## src/rtl/t05_hist_rmw_engine_if.sv

```systemverilog
// t05_hist_rmw_engine_if
// Purpose: bundles the symbol-stream handshake and the SRAM req/ack port of
//          the histogram engine.
// Modports:
//   master - engine side: consumes the symbol stream, drives memory requests
//   slave  - environment side: symbol source plus SRAM arbiter
// Signals:
//   sym_i        symbol from the byte receiver
//   sym_valid_i  sym_i valid
//   sym_ready_o  engine accepts sym_i this cycle
//   mem_req_o    memory request
//   mem_we_o     1 = write, 0 = read
//   mem_addr_o   bin address
//   mem_wdata_o  write data
//   mem_rdata_i  read data, valid in the ack cycle of a read
//   mem_ack_i    completes the current request
`timescale 1ns/1ps
interface t05_hist_rmw_engine_if #(
    parameter int SYM_W  = 8,
    parameter int CNT_W  = 32,
    parameter int ADDR_W = 10
) ();
    logic [SYM_W-1:0]  sym_i;
    logic              sym_valid_i;
    logic              sym_ready_o;
    logic              mem_req_o;
    logic              mem_we_o;
    logic [ADDR_W-1:0] mem_addr_o;
    logic [CNT_W-1:0]  mem_wdata_o;
    logic [CNT_W-1:0]  mem_rdata_i;
    logic              mem_ack_i;

    modport master (
        input  sym_i, sym_valid_i, mem_rdata_i, mem_ack_i,
        output sym_ready_o, mem_req_o, mem_we_o, mem_addr_o, mem_wdata_o
    );

    modport slave (
        output sym_i, sym_valid_i, mem_rdata_i, mem_ack_i,
        input  sym_ready_o, mem_req_o, mem_we_o, mem_addr_o, mem_wdata_o
    );
endinterface

```

## src/rtl/t05_hist_rmw_engine.sv

```systemverilog
// t05_hist_rmw_engine
// Purpose: histogram builder for the Huffman front end. Each accepted symbol
//          triggers a read-modify-write increment of its SRAM bin. Bin and
//          total counts saturate at full scale; the run stops after the
//          end-of-file symbol has itself been binned.
// Build option: T05_HIST_CLEAR_EN - when defined, every run first zeroes all
//          2**SYM_W bins; when undefined, bins accumulate onto the SRAM
//          contents left by software.
// Ports:
//   clk      clock
//   rst      asynchronous active-high reset
//   start    one-cycle pulse starting a run (ignored while busy_o=1)
//   bus      symbol handshake + memory port (master modport)
//   total_o  symbols accepted this run, EOF included
//   busy_o   run in progress
//   done_o   run finished; held until next start or rst
//   sat_o    sticky: a bin or the total saturated this run
// All outputs are registered.
`timescale 1ns/1ps
module t05_hist_rmw_engine #(
    parameter int                SYM_W     = 8,
    parameter int                CNT_W     = 32,
    parameter int                ADDR_W    = 10,
    parameter logic [ADDR_W-1:0] BASE_ADDR = '0,
    parameter logic [SYM_W-1:0]  EOF_SYM   = SYM_W'(8'h1A)
) (
    input  logic                  clk,
    input  logic                  rst,
    input  logic                  start,
    t05_hist_rmw_engine_if.master bus,
    output logic [CNT_W-1:0]      total_o,
    output logic                  busy_o,
    output logic                  done_o,
    output logic                  sat_o
);

    // state  | meaning
    // IDLE   | waiting for start after reset
    // CLEAR  | zeroing bins, one write per ack (T05_HIST_CLEAR_EN only)
    // ACCEPT | sym_ready_o high, waiting for a symbol
    // RD     | reading the bin of the captured symbol
    // WR     | writing the incremented bin back
    // DONE   | EOF binned; done_o held until next start
    typedef enum logic [2:0] {
        S_IDLE,
`ifdef T05_HIST_CLEAR_EN
        S_CLEAR,
`endif
        S_ACCEPT,
        S_RD,
        S_WR,
        S_DONE
    } state_t;

    state_t            r_state;
    logic              r_eof;
`ifdef T05_HIST_CLEAR_EN
    logic [SYM_W-1:0]  r_clr_left;
`endif
    logic [ADDR_W-1:0] w_sym_addr;

    // Bin address wraps modulo 2**ADDR_W.
    assign w_sym_addr = BASE_ADDR + ADDR_W'(bus.sym_i);

    always_ff @(posedge clk or posedge rst) begin
        if (rst) begin
            r_state         <= S_IDLE;
            r_eof           <= 1'b0;
`ifdef T05_HIST_CLEAR_EN
            r_clr_left      <= '0;
`endif
            bus.sym_ready_o <= 1'b0;
            bus.mem_req_o   <= 1'b0;
            bus.mem_we_o    <= 1'b0;
            bus.mem_addr_o  <= '0;
            bus.mem_wdata_o <= '0;
            total_o         <= '0;
            busy_o          <= 1'b0;
            done_o          <= 1'b0;
            sat_o           <= 1'b0;
        end else begin
            case (r_state)
                S_IDLE, S_DONE: begin
                    if (start) begin
                        total_o <= '0;
                        sat_o   <= 1'b0;
                        done_o  <= 1'b0;
                        busy_o  <= 1'b1;
`ifdef T05_HIST_CLEAR_EN
                        r_state         <= S_CLEAR;
                        r_clr_left      <= '1;
                        bus.mem_req_o   <= 1'b1;
                        bus.mem_we_o    <= 1'b1;
                        bus.mem_addr_o  <= BASE_ADDR;
                        bus.mem_wdata_o <= '0;
`else
                        r_state         <= S_ACCEPT;
                        bus.sym_ready_o <= 1'b1;
`endif
                    end
                end
`ifdef T05_HIST_CLEAR_EN
                S_CLEAR: begin
                    // Request stays asserted across bins; only the address
                    // advances, and only on an ack.
                    if (bus.mem_ack_i) begin
                        if (r_clr_left == '0) begin
                            r_state         <= S_ACCEPT;
                            bus.mem_req_o   <= 1'b0;
                            bus.mem_we_o    <= 1'b0;
                            bus.sym_ready_o <= 1'b1;
                        end else begin
                            r_clr_left     <= r_clr_left - SYM_W'(1);
                            bus.mem_addr_o <= bus.mem_addr_o + ADDR_W'(1);
                        end
                    end
                end
`endif
                S_ACCEPT: begin
                    if (bus.sym_valid_i) begin
                        r_state         <= S_RD;
                        r_eof           <= (bus.sym_i == EOF_SYM);
                        bus.sym_ready_o <= 1'b0;
                        bus.mem_req_o   <= 1'b1;
                        bus.mem_we_o    <= 1'b0;
                        bus.mem_addr_o  <= w_sym_addr;
                        if (total_o == '1) begin
                            sat_o <= 1'b1;
                        end else begin
                            total_o <= total_o + CNT_W'(1);
                        end
                    end
                end
                S_RD: begin
                    // mem_req_o is high in RD, so any ack here belongs to us.
                    if (bus.mem_ack_i) begin
                        r_state      <= S_WR;
                        bus.mem_we_o <= 1'b1;
                        if (bus.mem_rdata_i == '1) begin
                            bus.mem_wdata_o <= '1;
                            sat_o           <= 1'b1;
                        end else begin
                            bus.mem_wdata_o <= bus.mem_rdata_i + CNT_W'(1);
                        end
                    end
                end
                S_WR: begin
                    if (bus.mem_ack_i) begin
                        bus.mem_req_o <= 1'b0;
                        bus.mem_we_o  <= 1'b0;
                        if (r_eof) begin
                            r_state <= S_DONE;
                            busy_o  <= 1'b0;
                            done_o  <= 1'b1;
                        end else begin
                            r_state         <= S_ACCEPT;
                            bus.sym_ready_o <= 1'b1;
                        end
                    end
                end
                default: begin
                    r_state <= S_IDLE;
                end
            endcase
        end
    end

endmodule
```

## src/flat_wrapper.sv

```systemverilog
// flat-port wrapper written by rule: the top's interface ports become plain ports
module t05_hist_rmw_engine_flat 
#(
    parameter int                SYM_W     = 8,
    parameter int                CNT_W     = 32,
    parameter int                ADDR_W    = 10,
    parameter logic [ADDR_W-1:0] BASE_ADDR = '0,
    parameter logic [SYM_W-1:0]  EOF_SYM   = SYM_W'(8'h1A)
)
  (clk, rst, start, total_o, busy_o, done_o, sat_o, bus_sym_i, bus_sym_valid_i, bus_mem_rdata_i, bus_mem_ack_i, bus_sym_ready_o, bus_mem_req_o, bus_mem_we_o, bus_mem_addr_o, bus_mem_wdata_o);
  t05_hist_rmw_engine_if #(.SYM_W(SYM_W), .CNT_W(CNT_W), .ADDR_W(ADDR_W)) bus_i ();
  input  logic clk;
  input  logic rst;
  input  logic start;
  output logic [CNT_W-1:0] total_o;
  output logic busy_o;
  output logic done_o;
  output logic sat_o;
  input wire logic [$bits(bus_i.sym_i)-1:0] bus_sym_i;
  input wire logic [$bits(bus_i.sym_valid_i)-1:0] bus_sym_valid_i;
  input wire logic [$bits(bus_i.mem_rdata_i)-1:0] bus_mem_rdata_i;
  input wire logic [$bits(bus_i.mem_ack_i)-1:0] bus_mem_ack_i;
  output wire logic [$bits(bus_i.sym_ready_o)-1:0] bus_sym_ready_o;
  output wire logic [$bits(bus_i.mem_req_o)-1:0] bus_mem_req_o;
  output wire logic [$bits(bus_i.mem_we_o)-1:0] bus_mem_we_o;
  output wire logic [$bits(bus_i.mem_addr_o)-1:0] bus_mem_addr_o;
  output wire logic [$bits(bus_i.mem_wdata_o)-1:0] bus_mem_wdata_o;
  assign bus_i.sym_i = bus_sym_i;
  assign bus_i.sym_valid_i = bus_sym_valid_i;
  assign bus_i.mem_rdata_i = bus_mem_rdata_i;
  assign bus_i.mem_ack_i = bus_mem_ack_i;
  assign bus_sym_ready_o = bus_i.sym_ready_o;
  assign bus_mem_req_o = bus_i.mem_req_o;
  assign bus_mem_we_o = bus_i.mem_we_o;
  assign bus_mem_addr_o = bus_i.mem_addr_o;
  assign bus_mem_wdata_o = bus_i.mem_wdata_o;
  t05_hist_rmw_engine #(.SYM_W(SYM_W), .CNT_W(CNT_W), .ADDR_W(ADDR_W), .BASE_ADDR(BASE_ADDR), .EOF_SYM(EOF_SYM)) u_core (.clk(clk), .rst(rst), .start(start), .bus(bus_i), .total_o(total_o), .busy_o(busy_o), .done_o(done_o), .sat_o(sat_o));
endmodule
```

## config.mk

```make
export PLATFORM = sky130hd
export DESIGN_NAME = t05_hist_rmw_engine_flat
export DESIGN_NICKNAME = d
export VERILOG_FILES = /design/src/rtl/t05_hist_rmw_engine_if.sv /design/src/rtl/t05_hist_rmw_engine.sv /design/src/flat_wrapper.sv
export SDC_FILE = /design/constraint.sdc
export NUM_CORES = 1
export LEC_CHECK = 0
export CELL_PAD_IN_SITES_DETAIL_PLACEMENT = 1
export CELL_PAD_IN_SITES_GLOBAL_PLACEMENT = 2
export CORE_MARGIN = 8
export CORE_UTILIZATION = 29
export CTS_BUF_LIST = sky130_fd_sc_hd__clkbuf_8
export CTS_CLUSTER_SIZE = 28
export DETAILED_ROUTE_END_ITERATION = 10
export GPL_TIMING_DRIVEN = 1
export HOLD_SLACK_MARGIN = 0.05
export PLACE_DENSITY = 0.81
export SLEW_MARGIN = 40
export SYNTH_ARGS = -nofsm -noshare
export SYNTH_HDL_FRONTEND = slang
export SYNTH_SLANG_ARGS = --single-unit
```

## constraint.sdc

```tcl
create_clock -name clk -period 3.2 [get_ports clk]
set_input_delay 0.48 -clock clk [delete_from_list [all_inputs] [get_ports clk]]
set_output_delay 0.48 -clock clk [all_outputs]
set_load 0.05 [all_outputs]
```

# Word level (Yosys, flattened, before mapping)
# Index checks and enable logic that the tools add are counted.
[word_totals] output_inout_bits=80 register_bits=82 input_bits=45 word_cells=79
[classes] n_reduce_logical=17 add_sub_neg=2 mux=33 n_eq_ne=16
[op_table] op="$mux 32" count=4
[op_table] op="$add 32x1->32 const B" count=2
[op_table] op="$eq 32x32->1 const B" count=2
[op_table] op="$pmux 32 s2" count=1
[op_table] op="$mux 1" count=16
[op_table] op="$reduce_and 4->1" count=4
[op_table] op="$mux 3" count=5
[op_table] op="$ne 2x2->1 const B" count=6
[op_table] op="$pmux 3 s4" count=1
[op_table] op="$pmux 1 s3" count=3
[op_table] op="$reduce_bool 3->1" count=3
[op_table] op="$eq 8x5->1 const B" count=1
[op_table] op="$eq 3x2->1 const B" count=2
[op_table] op="$ne 2x1->1 const B" count=3
[op_table] op="$pmux 1 s2" count=3
[op_table] op="$reduce_and 6->1" count=1
[op_table] op="$reduce_bool 2->1" count=3
[op_table] op="$reduce_and 5->1" count=1
[op_table] op="$reduce_and 2->1" count=2
[op_table] op="$eq 3x1->1 const B" count=1
[op_table] op="$eq 3x3->1 const B" count=1
[op_table] op="$logic_not 3->1" count=1
[op_table] op="$reduce_and 3->1" count=1
[op_table] op="$reduce_or 2->1" count=1

# Depth between registers and ports, before layout
# Gate-level depths: netlist of the first run.
[logic_depth] ltp_word=4 mapped_depth=10

# Worst setup path before layout of the first run
# No wires, ideal clock.
[synth_timing] kind="register to register" start="register u_core.total_o[2]" end="register u_core.total_o[31]" setup_ps=72 arrival_time_ps=2445 path_slack_ps=684 required_time_ps=3128 path_stages_with_launch=8 cell_sequence="dfrtp_1 -> and4_1 -> buf_6 -> nand4_2 -> or4_1 -> or4_4 -> or3_1 -> nand3_1"
[synth_between] elab_chain_len=4 elab_cells_between_ends=7 cone_classes="add/sub (1); eq/ne (2); mux (3); reduce/logical (1)"
[synth_rtl] item="start, declared" line_no="t05_hist_rmw_engine.sv:31" rtl="output logic [CNT_W-1:0] total_o,"
[synth_rtl] item="start signal, assigned" line_no="t05_hist_rmw_engine.sv:130" rtl="total_o <= total_o + CNT_W'(1);"
[synth_rtl] item="$add 32x1->32" line_no="t05_hist_rmw_engine.sv:130"
[synth_rtl] item="$mux 32" line_no="t05_hist_rmw_engine.sv:127" rtl="if (total_o == '1) begin"
[synth_rtl] item="$mux 32" line_no="t05_hist_rmw_engine.sv:120" rtl="if (bus.sym_valid_i) begin"
[synth_rtl] item="$pmux 32 s2" line_no="t05_hist_rmw_engine.sv:82" rtl="case (r_state)"
# Several ways; a longest one is shown, not always the timed one. The select of a mux whose other input is x is not followed.
# A chain may end at the register's enable or synchronous reset.

# Final worst setup path of the first run
[layout_timing] start="register u_core.total_o[8]" end="register u_core.total_o[14]"
# Same word-level chain as after synthesis.

==> results of run 1 <==
## placed cells by master, fill, tap and decap left out, types with 2 or more instances in the layout
cell and count:
sky130_fd_sc_hd__or2_2 5, sky130_fd_sc_hd__dfrtp_1 82, sky130_fd_sc_hd__o31ai_1 10, sky130_fd_sc_hd__o21a_1 3, sky130_fd_sc_hd__bufinv_16 3, sky130_fd_sc_hd__nor2_2 4, sky130_fd_sc_hd__conb_1 2, sky130_fd_sc_hd__nor3_1 7
sky130_fd_sc_hd__and2_1 3, sky130_fd_sc_hd__clkdlybuf4s50_1 122, sky130_fd_sc_hd__nor2_1 39, sky130_fd_sc_hd__nand4_1 17, sky130_fd_sc_hd__a21o_1 5, sky130_fd_sc_hd__nand2b_1 5, sky130_fd_sc_hd__nor4_1 3, sky130_fd_sc_hd__mux2i_1 2
sky130_fd_sc_hd__clkbuf_8 9, sky130_fd_sc_hd__buf_4 9, sky130_fd_sc_hd__o211ai_1 2, sky130_fd_sc_hd__and3_1 7, sky130_fd_sc_hd__a21oi_1 28, sky130_fd_sc_hd__nand2_1 99, sky130_fd_sc_hd__or3_1 7, sky130_fd_sc_hd__a21boi_0 2
sky130_fd_sc_hd__xnor2_1 19, sky130_fd_sc_hd__or4_1 4, sky130_fd_sc_hd__nor2b_1 3, sky130_fd_sc_hd__clkinv_2 2, sky130_fd_sc_hd__nand3_1 30, sky130_fd_sc_hd__a31oi_1 11, sky130_fd_sc_hd__ha_1 2, sky130_fd_sc_hd__inv_1 9
sky130_fd_sc_hd__o41ai_1 2, sky130_fd_sc_hd__o21ai_0 55, sky130_fd_sc_hd__xor2_1 7, sky130_fd_sc_hd__and4_1 7
## cell families after synthesis
family	count (synthesis)
AOI/OAI and AO/OA	125
xor gates and xnor gates	26
adders and majority gates	2
buffers and inverters	35
DFF	82
muxes	3
other	1
and+or+nand+nor	250
## state kept, by name, summed over array words and instances (netlist names)
| register | cells |
|---|---|
| u_core.bus.mem_we_o | 1 |
| u_core.total_o | 32 |
| u_core.sat_o | 1 |
| u_core.bus.mem_wdata_o | 32 |
| u_core.bus.sym_ready_o | 1 |
| u_core.done_o | 1 |
| u_core.bus.mem_req_o | 1 |
| u_core.bus.mem_addr_o | 8 |
| u_core.r_eof | 1 |
| u_core.busy_o | 1 |
| u_core.r_state | 3 |
## stage by stage
step / std cells / util
floorplan: 525 / -
global placement: 819 / 0.387
detailed placement: 819 / 0.387
CTS: 834 / 0.403
global route: 834 / 0.403
finish: 834 / 0.403
## area by class of cell
class	instances	area, um^2	area share
clock buffers	9	124	0.0202
clock inverters	6	108	0.0176
inverters	9	35.0	0.00572
multi-input cells	408	2260	0.369
flip-flops and latches	82	2050	0.335
well taps	188	235	0.0384
repair buffers	132	1310	0.214
## final timing paths
check / end / slack [ps]
min in group asynchronous: u_core.busy_o / 540
hold reg to reg: u_core.bus.mem_wdata_o[14] / 470
hold / removal: u_core.bus.mem_wdata_o[14] / 470
setup / recovery: u_core.total_o[14] / 360
setup reg to reg: u_core.total_o[14] / 360
max in group asynchronous: u_core.total_o[27] / 2310
## per-layer routing
metal	wire length (um)	vias to the layer above
met5	0	-
met4	142	0
met3	1220	12
met2	7200	111
met1	6340	2120
li1	-	2080
## power groups by stage
stage	clock (uW)	combinational (uW)	sequential, uW
floorplan	0	863	2560
global placement	0	2740	1600
detailed placement	0	2780	1610
CTS	948	2800	1600
global route	981	2950	1650
finish	907	2750	1590
## critical path, cell delays in order (launching register included)
cell	delay [ps]
sky130_fd_sc_hd__dfrtp_1	510
sky130_fd_sc_hd__nand4_1	230
sky130_fd_sc_hd__or4_1	750
sky130_fd_sc_hd__nor3_4	270
sky130_fd_sc_hd__nand2b_1	530
sky130_fd_sc_hd__nand2_1	230
sky130_fd_sc_hd__a31oi_1	230
==> flow_summary.json, run 1 <==
{
  "max_cap_viol_count": 0,
  "dr.pass1.iters": 4,
  "p_leak_uw": 0.00252,
  "io-pin-count": 125,
  "drtAntennaViolNets": 0,
  "dp.final_hpwl_mm": 11.0,
  "netlist_top_cells_area": "sky130_fd_sc_hd__dfrtp_1 46%, sky130_fd_sc_hd__nand2_1 8.3%, sky130_fd_sc_hd__o21ai_0 6.1%",
  "post_synth_xor_area_fraction": 0.0506,
  "min_path_type": "register to register",
  "routed_wl_per_cell_um": 17.9,
  "io_buffers": 122,
  "synth_top_family_by_area": "simple AND/OR/NAND/NOR gates",
  "antenna_found_initial": 0,
  "layout-area-overhead-vs-synth_pct": 36.0,
  "critical_path.reg2reg.startpoint": "u_core.total_o[8]",
  "cts_repair_resize_count": 0,
  "p_sw_uw": 2520,
  "synth_area_leader_cell": "sky130_fd_sc_hd__dfrtp_1",
  "maxSlewHeadroom": 0.460,
  "clock-root-buffer": "sky130_fd_sc_hd__clkbuf_8",
  "post_synth_fa_ha_maj_area_fraction": 0.00556,
  "drt-total-wl_mm": 14.9,
  "drive_above_1_share": 0.0697,
  "worst_setup_path_startpoint": "u_core.total_o[8]",
  "final-hold-violation-count": 0,
  "antennaDiodeCount": 0,
  "power.sequential.fraction": 0.303,
  "final_period_minus_worst_setup_slack_ps": 2840,
  "setup_slack_ps": 357,
  "worst_hold_slack_ps": 471,
  "tritoncts.num_buffers": 9,
  "initial_core_utilization": 0.296,
  "detailed_place.area_mm2": 0.00589,
  "power.internal_uw": 2740,
  "fin_worst_skew_ps": 15.5,
  "clock_tree_from_tritoncts": "built",
  "synth.top_cells.by_count": "99 x sky130_fd_sc_hd__nand2_1, 82 x sky130_fd_sc_hd__dfrtp_1, 55 x sky130_fd_sc_hd__o21ai_0",
  "yosysTopAreaCellShare": 0.456,
  "postLayoutCellArea_mm2": 0.00612,
  "power.density_mw_per_mm2": 859,
  "ff2ff_path_depth": 6,
  "fin_total_pwr_uw": 5260,
  "std_cell_rows": 45,
  "synth_top_flop_cell": "sky130_fd_sc_hd__dfrtp_1",
  "setup_viol_count_final": 0,
  "worstPathArrival_ps": 3140,
  "fraction_of_power_spent_switching_nets": 0.479,
  "drt_iter0_markers": 215,
  "maximum_number_of_pins_on_one_net_before_global_route_repair": 83,
  "globalRouteTotalUtil": 0.153,
  "global_route.usage.met2": 0.260,
  "ir_drop_v": 0.000420,
  "pre_cts_slack_ps": 285,
  "hold_path_depth": 2,
  "ys_types": 55,
  "grt_remaining_overflow": 0,
  "clockPowerShare": 0.173,
  "use_met3": 0.0621,
  "clk_transition_reported_paths_ps": 90,
  "final_net_count": 689,
  "crit_path_start_kind": "register",
  "timing.hold.worst.start": "u_core.bus.mem_wdata_o[14]",
  "detailroute.via_count": 4323,
  "rsz_0062_raised_after_global_routing": "false",
  "postCtsHoldBufs": 0,
  "ys_seq_elements": 82,
  "tightestPinTransition_ps": 809,
  "chipWidth_um": 141,
  "totalNegativeSetupSlack_ps": 0,
  "max_clock_freq_mhz": 352,
  "fillerInstances": 1784,
  "async_sr_flop_fraction": 1.00,
  "drt_drc_violations_left": 0,
  "gr-usage-met1": 0.177,
  "cts_htree_levels": 3,
  "cp_data_required_time_ps": 3490,
  "maximum_clock_insertion_buffer_count": 2,
  "synth_edf_count": 0,
  "outcome": "completed",
  "global_route_wire_length_before_repair_mm": 24.6,
  "clk_latency_ps": 370,
  "first_global_vias": 4643,
  "viasPerCell": 5.18,
  "ys_warn_count": 0,
  "synth_compound_area_frac": 0.162,
  "final-max-slew-violation-count": 0,
  "cts_post_setup_buffers_inserted": 0,
  "post_synth_mux_area_share": 0.00695,
  "clock_sink_count": 82,
  "synth_area_per_cell_um2": 8.59,
  "placer_congestion": 0.805,
  "busiest_layer": "met2",
  "path_max_fanout": 12,
  "synthMostInstantiatedCell": "sky130_fd_sc_hd__nand2_1",
  "min_period_over_period": 0.888,
  "synth-simple-area-share": 0.275,
  "netlist_area_mm2": 0.00450,
  "floorplan.core_area_mm2": 0.0152,
  "die_area_mm2": 0.0198,
  "worst_setup_path_end_kind": "register",
  "comb_power_share": 0.524,
  "fp.dieH_um": 141,
  "critPathKind": "register to register",
  "seq_area_frac_synth": 0.456,
  "syn-instance-count": 524
}
Power figures use the tool's default switching activity.
==> run 2, diff against run 1 <==
Settings changed: RECOVER_POWER set to 50, SLEW_MARGIN 40 to not set.
==> flow_summary.json, run 2 (same netlist as run 1, synthesis figures left out) <==
{
  "fin_worst_skew_ps": 10.3,
  "worstPathArrival_ps": 3120,
  "totalNegativeSetupSlack_ps": 0,
  "p_leak_uw": 0.00249,
  "setup_viol_count_final": 0,
  "drt_drc_violations_left": 0,
  "critical_path_buf_inv_count": 0,
  "max_cap_viol_count": 1,
  "maximum_number_of_pins_on_one_net_before_global_route_repair": 83,
  "worst_setup_path_end_kind": "register",
  "fraction_of_power_spent_switching_nets": 0.507,
  "drive_above_1_share": 0.0618,
  "dp.final_hpwl_mm": 11.0,
  "detailroute.via_count": 4291,
  "globalRouteTotalUtil": 0.151,
  "cts_post_setup_buffers_inserted": 0,
  "detailed_place.area_mm2": 0.00589,
  "timing.critical_path.slowest_cell_delay_ps": 740,
  "clockPowerShare": 0.137,
  "maxSlewHeadroom": -0.415,
  "io-pin-count": 125,
  "cp_data_required_time_ps": 3480,
  "max_clock_freq_mhz": 353,
  "most_common_cell_after_layout_fill_and_taps_aside": "sky130_fd_sc_hd__nand2_1",
  "clk_transition_reported_paths_ps": 90,
  "top_registers": "u_core.bus.mem_wdata_o: 32 flops, u_core.total_o: 32 flops, u_core.bus.mem_addr_o: 8 flops",
  "timing.hold.worst.start": "u_core.bus.mem_wdata_o[5]",
  "worst_r2r_endpoint": "u_core.total_o[19]",
  "routed_wl_per_cell_um": 17.7,
  "timing.critical_path.cells": "nand4_1 > or4_1 > nor3_4 > nand2b_1 > nand2_1 > a31oi_1",
  "std_cell_rows": 45,
  "min_path_type": "register to register",
  "critical-path-top-delay-family": "simple AND/OR/NAND/NOR gates",
  "drt-total-wl_mm": 14.8,
  "critical_path.reg2reg.startpoint": "u_core.total_o[8]",
  "grt_remaining_overflow": 0,
  "final_cell_mix": "99 x sky130_fd_sc_hd__nand2_1, 98 x sky130_fd_sc_hd__clkdlybuf4s50_1, 82 x sky130_fd_sc_hd__dfrtp_1",
  "comb_power_share": 0.542,
  "critPathKind": "register to register",
  "dr.pass1.iters": 4,
  "p_sw_uw": 2510,
  "ff2ff_path_depth": 6,
  "floorplan.core_area_mm2": 0.0152,
  "antenna_found_initial": 0,
  "antennaDiodeCount": 0,
  "worst_setup_path_startpoint": "u_core.total_o[8]",
  "cts_repair_resize_count": 0,
  "ir_drop_v": 0.000425,
  "io_buffers": 122,
  "layout-area-overhead-vs-synth_pct": 33.8,
  "tightestPinTransition_ps": 2120,
  "worst_hold_slack_ps": 472,
  "placer_congestion": 0.805,
  "postLayoutCellArea_mm2": 0.00602,
  "final_period_minus_worst_setup_slack_ps": 2840,
  "cts_htree_levels": 3,
  "hold_path_depth": 2,
  "power.density_mw_per_mm2": 821,
  "crit_path_start_kind": "register",
  "power.sequential.fraction": 0.321,
  "maximum_clock_insertion_buffer_count": 2,
  "rsz_0062_raised_after_global_routing": "false",
  "final_net_count": 689,
  "final-max-slew-violation-count": 83,
  "final-hold-violation-count": 0,
  "drt_iter0_markers": 208,
  "clock-root-buffer": "sky130_fd_sc_hd__clkbuf_8",
  "first_global_vias": 4651,
  "die_area_mm2": 0.0198,
  "fp.dieH_um": 141,
  "crit_slowest_cell": "sky130_fd_sc_hd__or4_1",
  "failed_checks": "capacitance limit, slew limit",
  "clock_sink_count": 82,
  "path_max_fanout": 12,
  "power.internal_uw": 2440,
  "chipWidth_um": 141,
  "tritoncts.num_buffers": 9,
  "postCtsHoldBufs": 0,
  "viasPerCell": 5.14,
  "clk_latency_ps": 370,
  "clock_tree_from_tritoncts": "built",
  "drtAntennaViolNets": 0,
  "min_period_over_period": 0.886,
  "outcome": "complete, but fails checks",
  "global_route_wire_length_before_repair_mm": 24.4,
  "initial_core_utilization": 0.296,
  "hold_end": "u_core.bus.mem_wdata_o[5]",
  "r2r_setup_slack_ps": 360
}
## run 2: changes by cell type in the layout (fill, tap and decap cells not counted), sizes merged
| cell | before | now |
|---|---|---|
| dlygate4sd3 | 0 | 24 |
| clkinv | 3 | 4 |
| buf | 10 | 7 |
| clkinvlp | 0 | 2 |
| clkbuf | 9 | 12 |
| inv | 9 | 10 |
| bufinv | 3 | 0 |
| clkdlybuf4s50 | 122 | 98 |
## run 2: layout make-up
class | instances | area [um^2]
multi-input combinational | 408 | 2250
clock buffer | 9 | 124
fill | 1808 | 9180
tap | 188 | 235
sequential | 82 | 2050
clock inverter | 7 | 38.8
timing repair buffer | 132 | 1290
inverter | 9 | 35.0
## run 2: per-layer routing
layer / track usage / up-vias / part of all wire
met1: 0.176 / 2092 / 0.43
met5: 0 / - / 0
met3: 0.0550 / 12 / 0.080
li1: - / 2079 / -
met4: 0.0492 / 0 / 0.012
met2: 0.254 / 108 / 0.47
## run 2: worst reg2reg max path: cells and delay by family (launching register included)
kind             cells  cell delay [ps]
AND/OR/NAND/NOR      5             2010
flip-flops           1              510
AO/OA/AOI/OAI        1              230
## run 2: worst max path at each step
| stage | depth (start not counted) | endpoint |
|---|---|---|
| 4_1_cts | 6 | u_core.total_o[19] |
| 3_3_place_gp | 7 | u_core.total_o[10] |
| 6_report | 6 | u_core.total_o[19] |
| 5_1_grt | 3 | u_core.bus.mem_wdata_o[15] |
| 3_5_place_dp | 7 | u_core.total_o[10] |
| 2_1_floorplan | 1 | u_core.bus.mem_addr_o[0] |
## run 2: per-stage QoR
step / power (uW) / utilization / std cells / worst slack (ps)
detailed placement: 4390 / 0.387 / 819 / 279
global route: 5270 / 0.396 / 835 / 90.3
global placement: 4340 / 0.387 / 819 / 338
finish: 4950 / 0.396 / 835 / 365
floorplan: 3420 / - / 525 / 612
CTS: 5100 / 0.398 / 835 / 344
## run 2: power by group through the flow
stage	Combinational (uW)	Clock [uW]	Sequential [uW]
finish	2680	678	1590
floorplan	863	0	2560
detailed placement	2780	0	1610
global route	2890	739	1640
global placement	2740	0	1600
CTS	2790	709	1600
==> run 3, diff against run 2 <==
Settings changed: TNS_END_PERCENT set to 30.
==> results of run 3 <==
Same layout as run 2: the final DEF is identical, and so are final timing and power.
